--- src/rtl/led_stream_if.sv ---
// Signal bundle between the LED stream decoder and its consumers.
// The decoder takes the master view: it samples din and drives the results.
interface led_stream_if;
    logic        din;
    logic [23:0] pixel;
    logic        pixel_valid;
    logic [7:0]  pixel_idx;
    logic        frame_done;
    logic [7:0]  pixel_count;
    logic        bit_error;
    logic        overflow;

    modport master (
        input  din,
        output pixel, pixel_valid, pixel_idx, frame_done, pixel_count, bit_error, overflow
    );

    modport slave (
        output din,
        input  pixel, pixel_valid, pixel_idx, frame_done, pixel_count, bit_error, overflow
    );
endinterface

--- src/rtl/led_stream_decoder.sv ---
// Decodes a WS2812-style NRZ pulse stream into 24-bit pixels (MSB first),
// with pixel index, frame-latch detection and protocol error reporting.
module led_stream_decoder #(
    parameter int unsigned MAX_PIXELS = 144,
    parameter int unsigned T_MIN_HIGH = 5,
    parameter int unsigned T_THRESH   = 29,
    parameter int unsigned T_MAX_HIGH = 60,
    parameter int unsigned T_RESET    = 2400
) (
    input  logic          clk,
    input  logic          rst_n,
    led_stream_if.master  bus
);
    localparam int unsigned CNT_W = 16;
    localparam int unsigned PIX_W = 24;
    localparam int unsigned IDX_W = 8;
    localparam int unsigned BIT_W = 5;
    localparam logic [CNT_W-1:0] CNT_SAT = '1;

    typedef enum logic [1:0] {SYNC, WAIT_HIGH, HIGH} state_t;

    state_t           state_q, state_d;
    logic             din_meta, din_s;
    logic [CNT_W-1:0] high_q, high_d, low_q, low_d, high_inc, low_inc;
    logic [BIT_W-1:0] bit_q, bit_d;
    logic [IDX_W-1:0] idx_q, idx_d;
    logic [PIX_W-1:0] shreg_q, shreg_d;
    logic             pend_q, pend_d;
    logic [PIX_W-1:0] pixel_q, pixel_d;
    logic             pv_q, pv_d;
    logic [IDX_W-1:0] pidx_q, pidx_d;
    logic             fd_q, fd_d;
    logic [IDX_W-1:0] pcnt_q, pcnt_d;
    logic             be_q, be_d;
    logic             ovf_q, ovf_d;

    // Two-flop synchronizer for the asynchronous data pin
    always_ff @(posedge clk or negedge rst_n) begin
        if (!rst_n) begin
            din_meta <= 1'b0;
            din_s    <= 1'b0;
        end else begin
            din_meta <= bus.din;
            din_s    <= din_meta;
        end
    end

    always_ff @(posedge clk or negedge rst_n) begin
        if (!rst_n) begin
            state_q <= SYNC;
            high_q  <= '0;
            low_q   <= '0;
            bit_q   <= '0;
            idx_q   <= '0;
            shreg_q <= '0;
            pend_q  <= 1'b0;
            pixel_q <= '0;
            pv_q    <= 1'b0;
            pidx_q  <= '0;
            fd_q    <= 1'b0;
            pcnt_q  <= '0;
            be_q    <= 1'b0;
            ovf_q   <= 1'b0;
        end else begin
            state_q <= state_d;
            high_q  <= high_d;
            low_q   <= low_d;
            bit_q   <= bit_d;
            idx_q   <= idx_d;
            shreg_q <= shreg_d;
            pend_q  <= pend_d;
            pixel_q <= pixel_d;
            pv_q    <= pv_d;
            pidx_q  <= pidx_d;
            fd_q    <= fd_d;
            pcnt_q  <= pcnt_d;
            be_q    <= be_d;
            ovf_q   <= ovf_d;
        end
    end

    assign high_inc = (high_q == CNT_SAT) ? high_q : high_q + CNT_W'(1);
    assign low_inc  = (low_q == CNT_SAT) ? low_q : low_q + CNT_W'(1);

    always_comb begin
        state_d = state_q;
        high_d  = high_q;
        low_d   = low_q;
        bit_d   = bit_q;
        idx_d   = idx_q;
        shreg_d = shreg_q;
        pend_d  = 1'b0;
        pixel_d = pixel_q;
        pv_d    = 1'b0;
        pidx_d  = pidx_q;
        fd_d    = 1'b0;
        pcnt_d  = pcnt_q;
        be_d    = 1'b0;
        ovf_d   = ovf_q;

        unique case (state_q)
            SYNC: begin
                if (din_s) begin
                    low_d = '0;
                end else begin
                    low_d = low_inc;
                    if (low_inc == CNT_W'(T_RESET)) begin
                        bit_d   = '0;
                        idx_d   = '0;
                        state_d = WAIT_HIGH;
                    end
                end
            end
            WAIT_HIGH: begin
                if (din_s) begin
                    high_d  = CNT_W'(1);
                    state_d = HIGH;
                end else if (low_q < CNT_W'(T_RESET)) begin
                    // low_cnt stops at T_RESET so a long gap latches once
                    low_d = low_inc;
                    if (low_inc == CNT_W'(T_RESET)) begin
                        if ((idx_q != '0) || (bit_q != '0)) begin
                            fd_d   = 1'b1;
                            pcnt_d = idx_q;
                            be_d   = (bit_q != '0);
                        end
                        idx_d = '0;
                        bit_d = '0;
                        ovf_d = 1'b0;
                    end
                end
            end
            HIGH: begin
                if (din_s) begin
                    high_d = high_inc;
                    if (high_inc > CNT_W'(T_MAX_HIGH)) begin
                        be_d    = 1'b1;
                        low_d   = '0;
                        state_d = SYNC;
                    end
                end else if (high_q < CNT_W'(T_MIN_HIGH)) begin
                    be_d    = 1'b1;
                    low_d   = CNT_W'(1);
                    state_d = SYNC;
                end else begin
                    shreg_d = {shreg_q[PIX_W-2:0], (high_q >= CNT_W'(T_THRESH))};
                    low_d   = CNT_W'(1);
                    state_d = WAIT_HIGH;
                    if (bit_q == BIT_W'(PIX_W - 1)) begin
                        bit_d  = '0;
                        pend_d = 1'b1;
                    end else begin
                        bit_d = bit_q + BIT_W'(1);
                    end
                end
            end
            default: state_d = SYNC;
        endcase

        // Publish a completed pixel the cycle after its last bit lands
        if (pend_q) begin
            if (idx_q < IDX_W'(MAX_PIXELS)) begin
                pixel_d = shreg_q;
                pv_d    = 1'b1;
                pidx_d  = idx_q;
                idx_d   = idx_q + IDX_W'(1);
            end else begin
                ovf_d = 1'b1;
            end
        end
    end

    assign bus.pixel       = pixel_q;
    assign bus.pixel_valid = pv_q;
    assign bus.pixel_idx   = pidx_q;
    assign bus.frame_done  = fd_q;
    assign bus.pixel_count = pcnt_q;
    assign bus.bit_error   = be_q;
    assign bus.overflow    = ovf_q;
endmodule

--- src/flat_wrapper.sv ---
// flat-port wrapper written by rule: the top's interface ports become plain ports
module led_stream_decoder_flat 
#(
    parameter int unsigned MAX_PIXELS = 144,
    parameter int unsigned T_MIN_HIGH = 5,
    parameter int unsigned T_THRESH   = 29,
    parameter int unsigned T_MAX_HIGH = 60,
    parameter int unsigned T_RESET    = 2400
)
  (clk, rst_n, bus_din, bus_pixel, bus_pixel_valid, bus_pixel_idx, bus_frame_done, bus_pixel_count, bus_bit_error, bus_overflow);
  led_stream_if bus_i ();
  input  logic clk;
  input  logic rst_n;
  input wire logic [$bits(bus_i.din)-1:0] bus_din;
  output wire logic [$bits(bus_i.pixel)-1:0] bus_pixel;
  output wire logic [$bits(bus_i.pixel_valid)-1:0] bus_pixel_valid;
  output wire logic [$bits(bus_i.pixel_idx)-1:0] bus_pixel_idx;
  output wire logic [$bits(bus_i.frame_done)-1:0] bus_frame_done;
  output wire logic [$bits(bus_i.pixel_count)-1:0] bus_pixel_count;
  output wire logic [$bits(bus_i.bit_error)-1:0] bus_bit_error;
  output wire logic [$bits(bus_i.overflow)-1:0] bus_overflow;
  assign bus_i.din = bus_din;
  assign bus_pixel = bus_i.pixel;
  assign bus_pixel_valid = bus_i.pixel_valid;
  assign bus_pixel_idx = bus_i.pixel_idx;
  assign bus_frame_done = bus_i.frame_done;
  assign bus_pixel_count = bus_i.pixel_count;
  assign bus_bit_error = bus_i.bit_error;
  assign bus_overflow = bus_i.overflow;
  led_stream_decoder #(.MAX_PIXELS(MAX_PIXELS), .T_MIN_HIGH(T_MIN_HIGH), .T_THRESH(T_THRESH), .T_MAX_HIGH(T_MAX_HIGH), .T_RESET(T_RESET)) u_core (.clk(clk), .rst_n(rst_n), .bus(bus_i));
endmodule
--- config.mk ---
export PLATFORM = sky130hd
export DESIGN_NAME = led_stream_decoder_flat
export DESIGN_NICKNAME = d
export VERILOG_FILES = /design/src/rtl/led_stream_if.sv /design/src/rtl/led_stream_decoder.sv /design/src/flat_wrapper.sv
export SDC_FILE = /design/constraint.sdc
export NUM_CORES = 1
export LEC_CHECK = 0
export BUFFER_PORTS_ARGS = -buffer_cell sky130_fd_sc_hd__clkbuf_2
export CAP_MARGIN = 10
export CORE_UTILIZATION = 50
export CTS_BUF_LIST = sky130_fd_sc_hd__clkbuf_8 sky130_fd_sc_hd__clkbuf_16
export DETAILED_ROUTE_END_ITERATION = 10
export GPL_TIMING_DRIVEN = 0
export HOLD_SLACK_MARGIN = 0.02
export PLACE_DENSITY = 0.72
export SLEW_MARGIN = 10
export SYNTH_ARGS = -nofsm -noshare
export SYNTH_HDL_FRONTEND = slang
export SYNTH_SLANG_ARGS = --single-unit
--- constraint.sdc ---
create_clock -name clk -period 5.75 [get_ports clk]
set_input_delay 0 -clock clk [delete_from_list [all_inputs] [get_ports clk]]
set_output_delay 0 -clock clk [all_outputs]
set_load 0.02 [all_outputs]
==> results of run 1 <==
[metal layers]
metal,share of wire [%],vias to the layer above
met1,46,2527
met4,1.8,0
met3,4.9,27
met5,0,-
li1,-,2493
met2,47,151
[registers in the layout, summed over array words and instances (netlist names)]
register / cells
u_core.shreg_q: 24
u_core.bus.pixel_idx: 8
u_core.bus.pixel_valid: 1
u_core.din_meta: 1
u_core.bus.overflow: 1
u_core.bus.bit_error: 1
u_core.bus.pixel: 24
u_core.idx_q: 8
u_core.bus.frame_done: 1
u_core.pend_q: 1
u_core.low_q: 16
u_core.state_q: 2
u_core.din_s: 1
u_core.bit_q: 5
u_core.high_q: 16
u_core.bus.pixel_count: 8
[logic make-up after synthesis]
group,Yosys count,synth area share (%)
buffers and inverters,65,4.452
AND/OR/NAND/NOR,269,20.85
AO/OA/AOI/OAI,154,15.46
XOR/XNOR,12,1.716
adder cells (fa/ha/maj),12,2.451
multiplexers,38,6.863
flip-flops,118,48.20
[worst max-delay path, cell delays in order, from the launching register on]
cell and delay [ns]:
sky130_fd_sc_hd__dfrtp_1 0.51, sky130_fd_sc_hd__ha_1 0.35, sky130_fd_sc_hd__nand4_1 0.35, sky130_fd_sc_hd__nor4_2 0.74, sky130_fd_sc_hd__nor3_1 0.19, sky130_fd_sc_hd__xnor2_1 0.18
sky130_fd_sc_hd__nand4_1 0.19, sky130_fd_sc_hd__o31a_1 0.35, sky130_fd_sc_hd__buf_4 0.16, sky130_fd_sc_hd__buf_4 0.18, sky130_fd_sc_hd__a21oi_1 0.17, sky130_fd_sc_hd__a21oi_1 0.07
[power by group]
group / internal, µW / switching, µW
registers: 834 / 2.38
logic: 10.6 / 27.8
clock network: 750 / 356
total: 1590 / 386
[through the flow]
stage	area, µm²	worst slack, ns	util, %	std cells
global route	7218	2.023	60.35	894
CTS	7218	2.233	60.35	894
finish	7218	2.174	60.35	894
detailed placement	6576	2.284	54.98	862
floorplan	6126	2.820	-	668
global placement	6540	2.324	54.68	861
[final cells by class]
class	count	area, µm²	area share, %
Clock buffer	20	466.7	6.466
Sequential cell	118	2953	40.91
Tap cell	147	183.9	2.548
Clock inverter	10	155.1	2.149
Multi-Input combinational cell	485	2900	40.18
Timing Repair Buffer	49	286.5	3.969
Buffer	39	175.2	2.427
Inverter	26	97.59	1.352
[path summary, 6_finish.rpt]
check,start,endpoint,slack [ns],cells after the start
max reg2reg,u_core.high_q[0]$_DFFE_PN0P_,u_core.low_q[14]$_DFFE_PN0P_,2.17,11
min,rst_n,u_core.low_q[4]$_DFFE_PN0P_,0.12,2
min in group clk,bus_din,u_core.din_meta$_DFF_PN0_,0.24,2
max in group asynchronous,rst_n,u_core.bus.pixel[15]$_DFFE_PN0P_,4.98,3
min reg2reg,u_core.din_meta$_DFF_PN0_,u_core.din_s$_DFF_PN0_,0.34,0
max,u_core.high_q[0]$_DFFE_PN0P_,u_core.low_q[14]$_DFFE_PN0P_,2.17,11
[layout by cell type, fill, tap and decap left out, drive strengths merged, types with 15 or more instances in the layout]
cell type and instances:
nand2 135, dfrtp 118, clkbuf 92, o21ai 49, a21oi 48, nor2 33, mux2 32, inv 28
nand3 24, nor4 15
==> reports/qor.log, run 1 <==
qor: status.result_of_the_run completed
qor: setup_path.critPathKind reg2reg
qor: clocking.cts_htree_levels 4
qor: synth.synth_edf_count 0
qor: sta.report.final.slew_viol_count 0
qor: sta.max_clock_freq 0.2796 GHz
qor: job.maxCapViolations 0
qor: route.detail-route-antenna-nets 0
qor: clocking.post-cts-setup-buffer-count 0
qor: floorplan.core_region_area 11960 µm²
qor: cells_and_area.layout-drive-gt1-share 17.14%
qor: synth.post_synth_most_frequent_cells sky130_fd_sc_hd__nand2_1 (133), sky130_fd_sc_hd__dfrtp_1 (118), sky130_fd_sc_hd__a21oi_1 (48)
qor: clocking.cts_stage_hold_buffer_count 2
qor: floorplan.start_util 51.21%
qor: sta.timing.hold.ws 0.1195 ns
qor: sta.hold_fails_final_rpt 0
qor: clocking.clockBufferDepth 2
qor: sta.finClkSkew 0.01319 ns
qor: sta.setup-violations-final 0
qor: clocking.clkSinkCount 118
qor: synth.yosys_register_bits 118
qor: setup_path.timing.critical_path.fanout_max 10
qor: floorplan.die_area 12700 µm²
qor: setup_path.worst_ep_required 6.03 ns
qor: global_route.grt_util_met3 5.778%
qor: sta.worst_pin_slew 0.8914 ns
qor: power.power.density_cell_area 274.4 nW/µm²
qor: route.post_drt_wl_per_cell 15.52 µm
qor: route.via_per_inst 5.814
qor: synth.yosys.cell_count.top_type sky130_fd_sc_hd__nand2_1
qor: synth.synthesis.instances 668
qor: power.power.leakage 0.003387 µW
qor: synth.synth.avg_cell_area 9.170 µm²
qor: route.detail_route.first_pass.iterations 5
qor: placement.place_congestion 0.9116
qor: global_route.globalRouteOverflowTotal 0
qor: cells_and_area.nFillCells 993
qor: sta.post-route-min-period 3.576 ns
qor: global_route.grt_pass1_wl 23.67 mm
qor: global_route.grt.met1_usage 31.52%
qor: clocking.path_clk_slew 0.05 ns
qor: synth.async_reset_ff_share 100.0%
qor: sta.rsz_0062_raised_after_global_routing no
qor: cells_and_area.num_antenna_cells 0
qor: placement.detailed_place_hpwl 9.420 mm
qor: setup_path.critPathArrivalTime 3.85 ns
qor: global_route.gr-max-usage-layer met2
qor: route.first_iter_violations 432
qor: setup_path.cp-start-kind register
qor: cells_and_area.final_net_count 751
qor: floorplan.die_w 112.7 µm
qor: min_path.timing.hold.worst.class in2async
qor: global_route.first_global_vias 4994
qor: synth.mappedNetlistArea 6126 µm²
qor: sta.maxSlewHeadroom 39.74%
qor: synth.synth_area_leaders sky130_fd_sc_hd__dfrtp_1 (48%), sky130_fd_sc_hd__nand2_1 (8.1%), sky130_fd_sc_hd__mux2_2 (5.7%)
qor: synth.yosysWarnings 0
qor: global_route.grt_util_met2 36.87%
qor: global_route.grt.total_usage 23.43%
qor: route.num_vias 5198
qor: global_route.number_of_antenna_violations_at_the_first_check_in_global_routing 0
qor: floorplan.fp-row-count 40
qor: route.totalWireLength 13.87 mm
qor: synth.yosysTopAreaCell sky130_fd_sc_hd__dfrtp_1
qor: power.power.ir.vdd_worst 0.1947 mV
qor: synth.synthesized_nets 683
qor: setup_path.endpoint_kind register
qor: sta.layout_worst_path_cycle_share 62.19%
qor: clocking.cts_tree done
qor: synth.netlist-cell-type-count 61
qor: placement.io_buffers 46
qor: power.fin_total_pwr 1981 µW
qor: global_route.pin_count_of_the_biggest_net_entering_global_routing 61
qor: floorplan.io-pin-count 47
qor: synth.share_of_the_synthesized_area_in_the_top_cell_type 48.20%
qor: route.drt_drc_violations_left 0
qor: sta.finalSetupTns 0 ns
qor: clocking.root_buffer sky130_fd_sc_hd__clkbuf_16
qor: synth.postSynth.topFlopCell sky130_fd_sc_hd__dfrtp_1
qor: cells_and_area.area_growth_syn_to_layout 17.83%
qor: synth.yosysSeqAreaShare 48.20%
qor: clocking.resized_gates_after_cts 0
qor: clocking.cts_inserted_buffers 17
qor: floorplan.die_height 112.7 µm
qor: clocking.worstSkewPairLatency 0.41 ns
No activity file was read; power rests on OpenSTA's default activity.
==> run 2: changes to the inputs <==
ABC_AREA = 1   (was not set)
clock period = 3.52 ns   (was 5.75 ns; I/O delays follow)
==> reports/qor.log, run 2 <==
qor: status.result_of_the_run completed
qor: global_route.number_of_antenna_violations_at_the_first_check_in_global_routing 0
qor: setup_path.endpoint_kind register
qor: sta.max_clock_freq 0.3782 GHz
qor: job.maxCapViolations 0
qor: sta.post-route-min-period 2.644 ns
qor: floorplan.fp-row-count 40
qor: setup_path.crit_chain nand3_1 -> nor2_1 -> nand2_1 -> nand2_1 -> nand3_1 -> nor2_1 -> nand2_1 -> nor2_1 -> nand2_1 -> inv_1 -> nand3_1 -> nand3_1 -> nand2_1
qor: sta.hold_fails_final_rpt 0
qor: setup_path.timing.critical_path.fanout_max 6
qor: setup_path.critical_path.slowest_cell sky130_fd_sc_hd__dfrtp_1
qor: clocking.clockBufferDepth 2
qor: setup_path.critPathKind reg2reg
qor: global_route.grt.total_usage 24.02%
qor: synth.synth_edf_count 0
qor: global_route.first_global_vias 5035
qor: synth.async_reset_ff_share 100.0%
qor: setup_path.cpPeakStageDelay 0.48 ns
qor: route.num_vias 5295
qor: power.internal_power_contribution 2540 µW
qor: power.power.density_cell_area 443.6 nW/µm²
qor: sta.rsz_0062_raised_after_global_routing no
qor: synth.yosysTopAreaCell sky130_fd_sc_hd__dfrtp_1
qor: synth.post_synth_most_frequent_cells sky130_fd_sc_hd__nand2_1 (234), sky130_fd_sc_hd__dfrtp_1 (118), sky130_fd_sc_hd__inv_1 (88)
qor: setup_path.critical_path.most_common_cell sky130_fd_sc_hd__nand2_1
qor: sta.report.final.slew_viol_count 0
qor: synth.yosys.cell_count.top_type sky130_fd_sc_hd__nand2_1
qor: power.combPwrFrac 1.7%
qor: clocking.resized_gates_after_cts 0
qor: synth.mappedNetlistArea 6138 µm²
qor: floorplan.die_area 12720 µm²
qor: clocking.worstSkewPairLatency 0.42 ns
qor: cells_and_area.layout-drive-gt1-share 13.61%
qor: route.totalWireLength 14.10 mm
qor: global_route.grt_pass1_wl 24.12 mm
qor: synth.yosysSeqAreaShare 48.10%
qor: route.via_per_inst 5.222
qor: power.power_frac_seq 42.7%
qor: cells_and_area.num_antenna_cells 0
qor: cells_and_area.final_core_util 60.15%
qor: placement.io_buffers 46
qor: clocking.cts_htree_levels 4
qor: setup_path.worst_ep_required 3.82 ns
qor: min_path.timing.hold.worst.class in2async
qor: cells_and_area.final_net_count 870
qor: sta.layout_worst_path_cycle_share 75.11%
qor: floorplan.io-pin-count 47
qor: power.power.ir.vdd_worst 0.3616 mV
qor: route.first_iter_violations 504
qor: clocking.cts_tree done
qor: power.switching_power 664.4 µW
qor: setup_path.cp-start-kind register
qor: route.detail-route-antenna-nets 0
qor: floorplan.start_util 51.10%
qor: synth.postSynth.topFlopCell sky130_fd_sc_hd__dfrtp_1
qor: cells_and_area.footprint_of_the_flip_flops_and_latches 2953 µm²
qor: clocking.path_clk_slew 0.05 ns
qor: floorplan.die_height 112.8 µm
qor: clocking.clkSinkCount 118
qor: clocking.root_buffer sky130_fd_sc_hd__clkbuf_16
qor: route.post_drt_wl_per_cell 13.91 µm
qor: setup_path.critPathArrivalTime 2.95 ns
qor: synth.share_of_the_synthesized_area_in_the_top_cell_type 48.10%
qor: clocking.post-cts-setup-buffer-count 0
qor: cells_and_area.nFillCells 1067
qor: cells_and_area.area_growth_syn_to_layout 17.69%
qor: cells_and_area.commonest_non_fill_non_tap_cells_in_the_layout sky130_fd_sc_hd__nand2_1 (234), sky130_fd_sc_hd__dfrtp_1 (118), sky130_fd_sc_hd__inv_1 (88)
qor: global_route.globalRouteOverflowTotal 0
qor: synth.synth.avg_cell_area 7.800 µm²
qor: synth.netlist-cell-type-count 39
qor: route.detail_route.first_pass.iterations 6
qor: power.portion_of_total_power_attributed_to_the_clock_network 55.6%
qor: synth.synthesized_nets 802
qor: clocking.cts_inserted_buffers 17
qor: power.power.leakage 0.003482 µW
qor: power.switching_power_as_a_share_of_total_power 20.73%
qor: sta.worst_pin_slew 0.5473 ns
qor: global_route.pin_count_of_the_biggest_net_entering_global_routing 61
qor: placement.place_congestion 0.9147
qor: placement.detailed_place_hpwl 9.901 mm
qor: setup_path.reg2regPathDepth 13
qor: synth.synthesis.instances 787
qor: floorplan.core_region_area 12010 µm²
qor: sta.timing.hold.ws 0.1195 ns
qor: sta.setup-violations-final 0
qor: floorplan.die_w 112.8 µm
qor: cells_and_area.multi_input_comb_area 2743 µm²
qor: synth.synth_area_leaders sky130_fd_sc_hd__dfrtp_1 (48%), sky130_fd_sc_hd__nand2_1 (14%), sky130_fd_sc_hd__o21ai_0 (6.8%)
qor: sta.maxSlewHeadroom 63.51%
qor: sta.finClkSkew 0.006368 ns
qor: synth.yosys_register_bits 118
qor: cells_and_area.leading_cell_type_in_the_layout_fill_and_taps_excluded sky130_fd_sc_hd__nand2_1
qor: sta.finalSetupTns 0 ns
qor: route.drt_drc_violations_left 0
qor: synth.yosysWarnings 0
==> run 2: final timing paths <==
check | startpoint | end | slack (ns)
min reg2reg | u_core.din_meta$_DFF_PN0_ | u_core.din_s$_DFF_PN0_ | 0.35
max reg2reg | u_core.low_q[2]$_DFFE_PN0P_ | u_core.idx_q[5]$_DFF_PN0_ | 0.88
min in group clk | bus_din | u_core.din_meta$_DFF_PN0_ | 0.23
min | rst_n | u_core.low_q[9]$_DFFE_PN0P_ | 0.12
max | u_core.low_q[2]$_DFFE_PN0P_ | u_core.idx_q[5]$_DFF_PN0_ | 0.88
max in group asynchronous | rst_n | u_core.high_q[6]$_DFFE_PN0P_ | 2.74
==> run 2: power by group through the flow <==
stage	combinational [µW]	clock, µW	sequential (µW)
2_1_floorplan	16.9	0	1390
3_3_place_gp	48.6	0	1390
3_5_place_dp	54.0	0	1390
4_1_cts	56.2	1820	1370
5_1_grt	62.8	1880	1370
6_report	53.8	1780	1370
==> run 2: critical path: cells and delay by family, from the launching register on <==
family / cells / cell delay (ns)
and+or+nand+nor: 12 / 1.96
DFF: 1 / 0.48
buffers and inverters: 1 / 0.08
==> run 2: metrics by stage <==
step / instances / setup WS (ns) / cell area, µm² / power, µW
final: 1014 / 0.8761 / 7224 / 3205
after CTS: 1014 / 0.8743 / 7224 / 3240
after floorplan: 787 / 1.319 / 6138 / 1406
after global placement: 980 / 0.6845 / 6553 / 1440
after detailed placement: 981 / 0.8827 / 6589 / 1445
after global routing: 1014 / 0.5960 / 7224 / 3310
==> run 2: what timing repair did <==
action / CTS / global route
hold buffers: 2 / 0
endpoints found under the hold margin: 119 / 0
endpoints found under the setup margin: 0 / 0
==> run 2: cells by family (layout without fill, tap and decap cells) <==
family,after synthesis,after routing,share of synthesized area [%]
AOI/OAI and AO/OA,124,124,11.07
adders and majority gates,12,12,2.446
and+or+nand+nor,406,406,29.03
buffers and inverters,112,192,7.216
DFF,118,118,48.10
xor gates and xnor gates,15,15,2.140
==> run 2: final cells by class <==
| class | instances | share of cell area (%) |
|---|---|---|
| plain buffers | 20 | 1.282 |
| clock buffers | 20 | 6.460 |
| clock inverters | 11 | 2.061 |
| flip-flops and latches | 118 | 40.87 |
| inverters | 92 | 4.849 |
| repair buffers | 49 | 3.966 |
| multi-input cells | 557 | 37.96 |
| well taps | 147 | 2.546 |
==> run 2: routing by layer <==
layer / part of all wire (%) / vias up / wire, µm / track usage (%)
met5: 0 / - / 0 / 0
met4: 1.3 / 0 / 177 / 9.244
met3: 3.2 / 16 / 454 / 5.410
met2: 48 / 93 / 6796 / 37.90
met1: 47 / 2516 / 6672 / 32.35
li1: - / 2670 / - / -
==> run 3: changes to the inputs <==
PLACE_DENSITY = 0.75   (was 0.72)
clock period = 2.4 ns   (was 3.52 ns; I/O delays follow)
==> reports/qor.log, run 3 (synthesis results as in run 2) <==
qor: cells_and_area.final_net_count 889
qor: min_path.timing.hold.worst.class in2async
qor: setup_path.reg2regPathDepth 16
qor: clocking.cts_htree_levels 4
qor: route.post_drt_wl_per_cell 14.79 µm
qor: global_route.first_global_vias 5040
qor: cells_and_area.area_growth_syn_to_layout 24.72%
qor: sta.max_clock_freq 0.4182 GHz
qor: power.power.density_cell_area 655.1 nW/µm²
qor: clocking.clkSinkCount 118
qor: route.first_iter_violations 600
qor: power.power.leakage 0.003645 µW
qor: setup_path.timing.critical_path.depth 16
qor: placement.detailed_place_hpwl 9.838 mm
qor: sta.hold_fails_final_rpt 0
qor: sta.setup-violations-final 0
qor: global_route.globalRouteOverflowTotal 0
qor: clocking.cts_inserted_buffers 17
qor: setup_path.cp-start-kind register
qor: clocking.path_clk_slew 0.06 ns
qor: global_route.grt_pass1_wl 24.29 mm
qor: route.detail-route-antenna-nets 0
qor: placement.io_buffers 46
qor: setup_path.critical_path.slowest_cell sky130_fd_sc_hd__dfrtp_2
qor: floorplan.die_w 112.8 µm
qor: cells_and_area.num_antenna_cells 0
qor: cells_and_area.layout-drive-gt1-share 19.73%
qor: sta.finClkSkew 0.007168 ns
qor: global_route.number_of_antenna_violations_at_the_first_check_in_global_routing 0
qor: clocking.root_buffer sky130_fd_sc_hd__clkbuf_16
qor: setup_path.worst_ep_required 2.70 ns
qor: route.detail_route.first_pass.iterations 5
qor: floorplan.die_area 12720 µm²
qor: route.num_vias 5643
qor: clocking.cts_tree done
qor: setup_path.crit_chain ha_4 -> nand2_2 -> nor2_4 -> nand2_4 -> nor2_8 -> inv_6 -> nand2_4 -> inv_2 -> nor2_2 -> nand3_2 -> or2_4 -> nor2_4 -> nand2_4 -> buf_8 -> nand2_2 -> o21ai_2
qor: route.via_per_inst 5.457
qor: cells_and_area.final_core_util 63.74%
qor: sta.worst_pin_slew 0.8706 ns
qor: setup_path.cpPeakStageDelay 0.42 ns
qor: setup_path.critical-path-top-delay-family simple AND/OR/NAND/NOR gates
qor: floorplan.fp-row-count 40
qor: setup_path.timing.critical_path.fanout_max 9
qor: sta.report.final.slew_viol_count 0
qor: global_route.pin_count_of_the_biggest_net_entering_global_routing 82
qor: setup_path.critical_path.most_common_cell sky130_fd_sc_hd__nand2_4
qor: job.maxCapViolations 0
qor: floorplan.core_region_area 12010 µm²
qor: floorplan.io-pin-count 47
qor: setup_path.endpoint_kind register
qor: status.result_of_the_run completed
qor: route.totalWireLength 15.29 mm
qor: route.drt_drc_violations_left 0
qor: sta.maxSlewHeadroom 41.43%
qor: sta.layout_worst_path_cycle_share 99.64%
qor: sta.post-route-min-period 2.391 ns
qor: clocking.worstSkewPairLatency 0.41 ns
qor: floorplan.start_util 51.10%
qor: power.power.ir.vdd_worst 0.5574 mV
qor: placement.dpl_cell_area 6589 µm²
qor: cells_and_area.post-route-cell-area 7656 µm²
qor: cells_and_area.nFillCells 1009
qor: placement.place_congestion 0.9005
qor: cells_and_area.commonest_non_fill_non_tap_cells_in_the_layout sky130_fd_sc_hd__nand2_1 (232), sky130_fd_sc_hd__dfrtp_1 (108), sky130_fd_sc_hd__inv_1 (87)
qor: sta.rsz_0062_raised_after_global_routing yes
qor: setup_path.critPathArrivalTime 2.69 ns
qor: floorplan.die_height 112.8 µm
qor: clocking.clockBufferDepth 2
qor: setup_path.path_buf_inv 3
qor: cells_and_area.leading_cell_type_in_the_layout_fill_and_taps_excluded sky130_fd_sc_hd__nand2_1
qor: global_route.grt.total_usage 24.24%
qor: setup_path.critPathKind reg2reg
[run 3: cell types whose count changed in the layout (fill, tap and decap cells not counted), moves of 3 or more]
| cell | delta |
|---|---|
| sky130_fd_sc_hd__nor2_4 | +7 |
| sky130_fd_sc_hd__buf_8 | +3 |
| sky130_fd_sc_hd__nor2_1 | -11 |
| sky130_fd_sc_hd__nor2_2 | +5 |
| sky130_fd_sc_hd__o21ai_0 | -4 |
| sky130_fd_sc_hd__nand3_1 | -4 |
| sky130_fd_sc_hd__dfrtp_2 | +10 |
| sky130_fd_sc_hd__bufinv_16 | +3 |
| sky130_fd_sc_hd__dfrtp_1 | -10 |
| sky130_fd_sc_hd__buf_4 | +15 |
[run 3: metal layers]
metal | track usage [%] | routed length (µm) | vias to the layer above
met4 | 7.467 | 265 | 0
met2 | 38.52 | 7451 | 181
met3 | 5.410 | 770 | 30
met1 | 33.22 | 6806 | 2708
li1 | - | - | 2724
met5 | 0 | 0 | -
[run 3: power breakdown]
group          leakage, µW  internal, µW  total (µW)  switching (µW)
Clock             0.000333          2000        2910             913
Combinational      0.00169          28.7        96.2            67.5
Sequential         0.00163          2000        2010            10.1
Total              0.00364          4020        5020             991
[run 3: final timing paths]
kind                                             startpoint                                     to  slack [ns]
worst max-delay path            u_core.low_q[1]$_DFFE_PN0P_  u_core.bus.pixel_count[7]$_DFFE_PN0P_       0.009
worst min-delay path                                  rst_n           u_core.low_q[10]$_DFFE_PN0P_        0.07
worst max register to register  u_core.low_q[1]$_DFFE_PN0P_  u_core.bus.pixel_count[7]$_DFFE_PN0P_       0.009
worst min register to register    u_core.din_meta$_DFF_PN0_                 u_core.din_s$_DFF_PN0_        0.34
max in group asynchronous                             rst_n       u_core.bus.pixel[19]$_DFFE_PN0P_        1.63
min in group clk                                    bus_din              u_core.din_meta$_DFF_PN0_        0.23
[run 3: what timing repair did]
action | in CTS | in global routing
hold endpoints to repair | 119 | 0
setup buffers | 1 | 15
hold buffers | 2 | 0
setup endpoints to repair | 38 | 52
gates resized for setup | 13 | 52
pin swaps | 1 | 14
cloned | 0 | 3
[run 3: final cells by class]
| cell class | count | area [µm²] | area share [%] |
|---|---|---|---|
| Buffer | 20 | 122.6 | 1.602 |
| Clock buffer | 19 | 452.9 | 5.916 |
| Clock inverter | 13 | 225.2 | 2.942 |
| Inverter | 92 | 350.3 | 4.576 |
| Multi-Input combinational cell | 559 | 2924 | 38.19 |
| Sequential cell | 118 | 2965 | 38.73 |
| Tap cell | 147 | 183.9 | 2.402 |
| Timing Repair Buffer | 66 | 431.7 | 5.638 |
[run 3: stage by stage]
step | hold slack [ns] | total power, µW | instances | worst slack (ns) | setup TNS, ns
2_1_floorplan | -0.2956 | 2063 | 787 | 0.1988 | 0
5_1_grt | 0.09478 | 5159 | 1034 | -0.05420 | -0.7442
6_report | 0.06842 | 5015 | 1034 | 0.008583 | 0
3_3_place_gp | 0.1143 | 2111 | 980 | -0.4400 | -54.73
4_1_cts | 0.06878 | 5034 | 1016 | 0.01900 | 0
3_5_place_dp | -0.06039 | 2118 | 981 | -0.2656 | -5.341
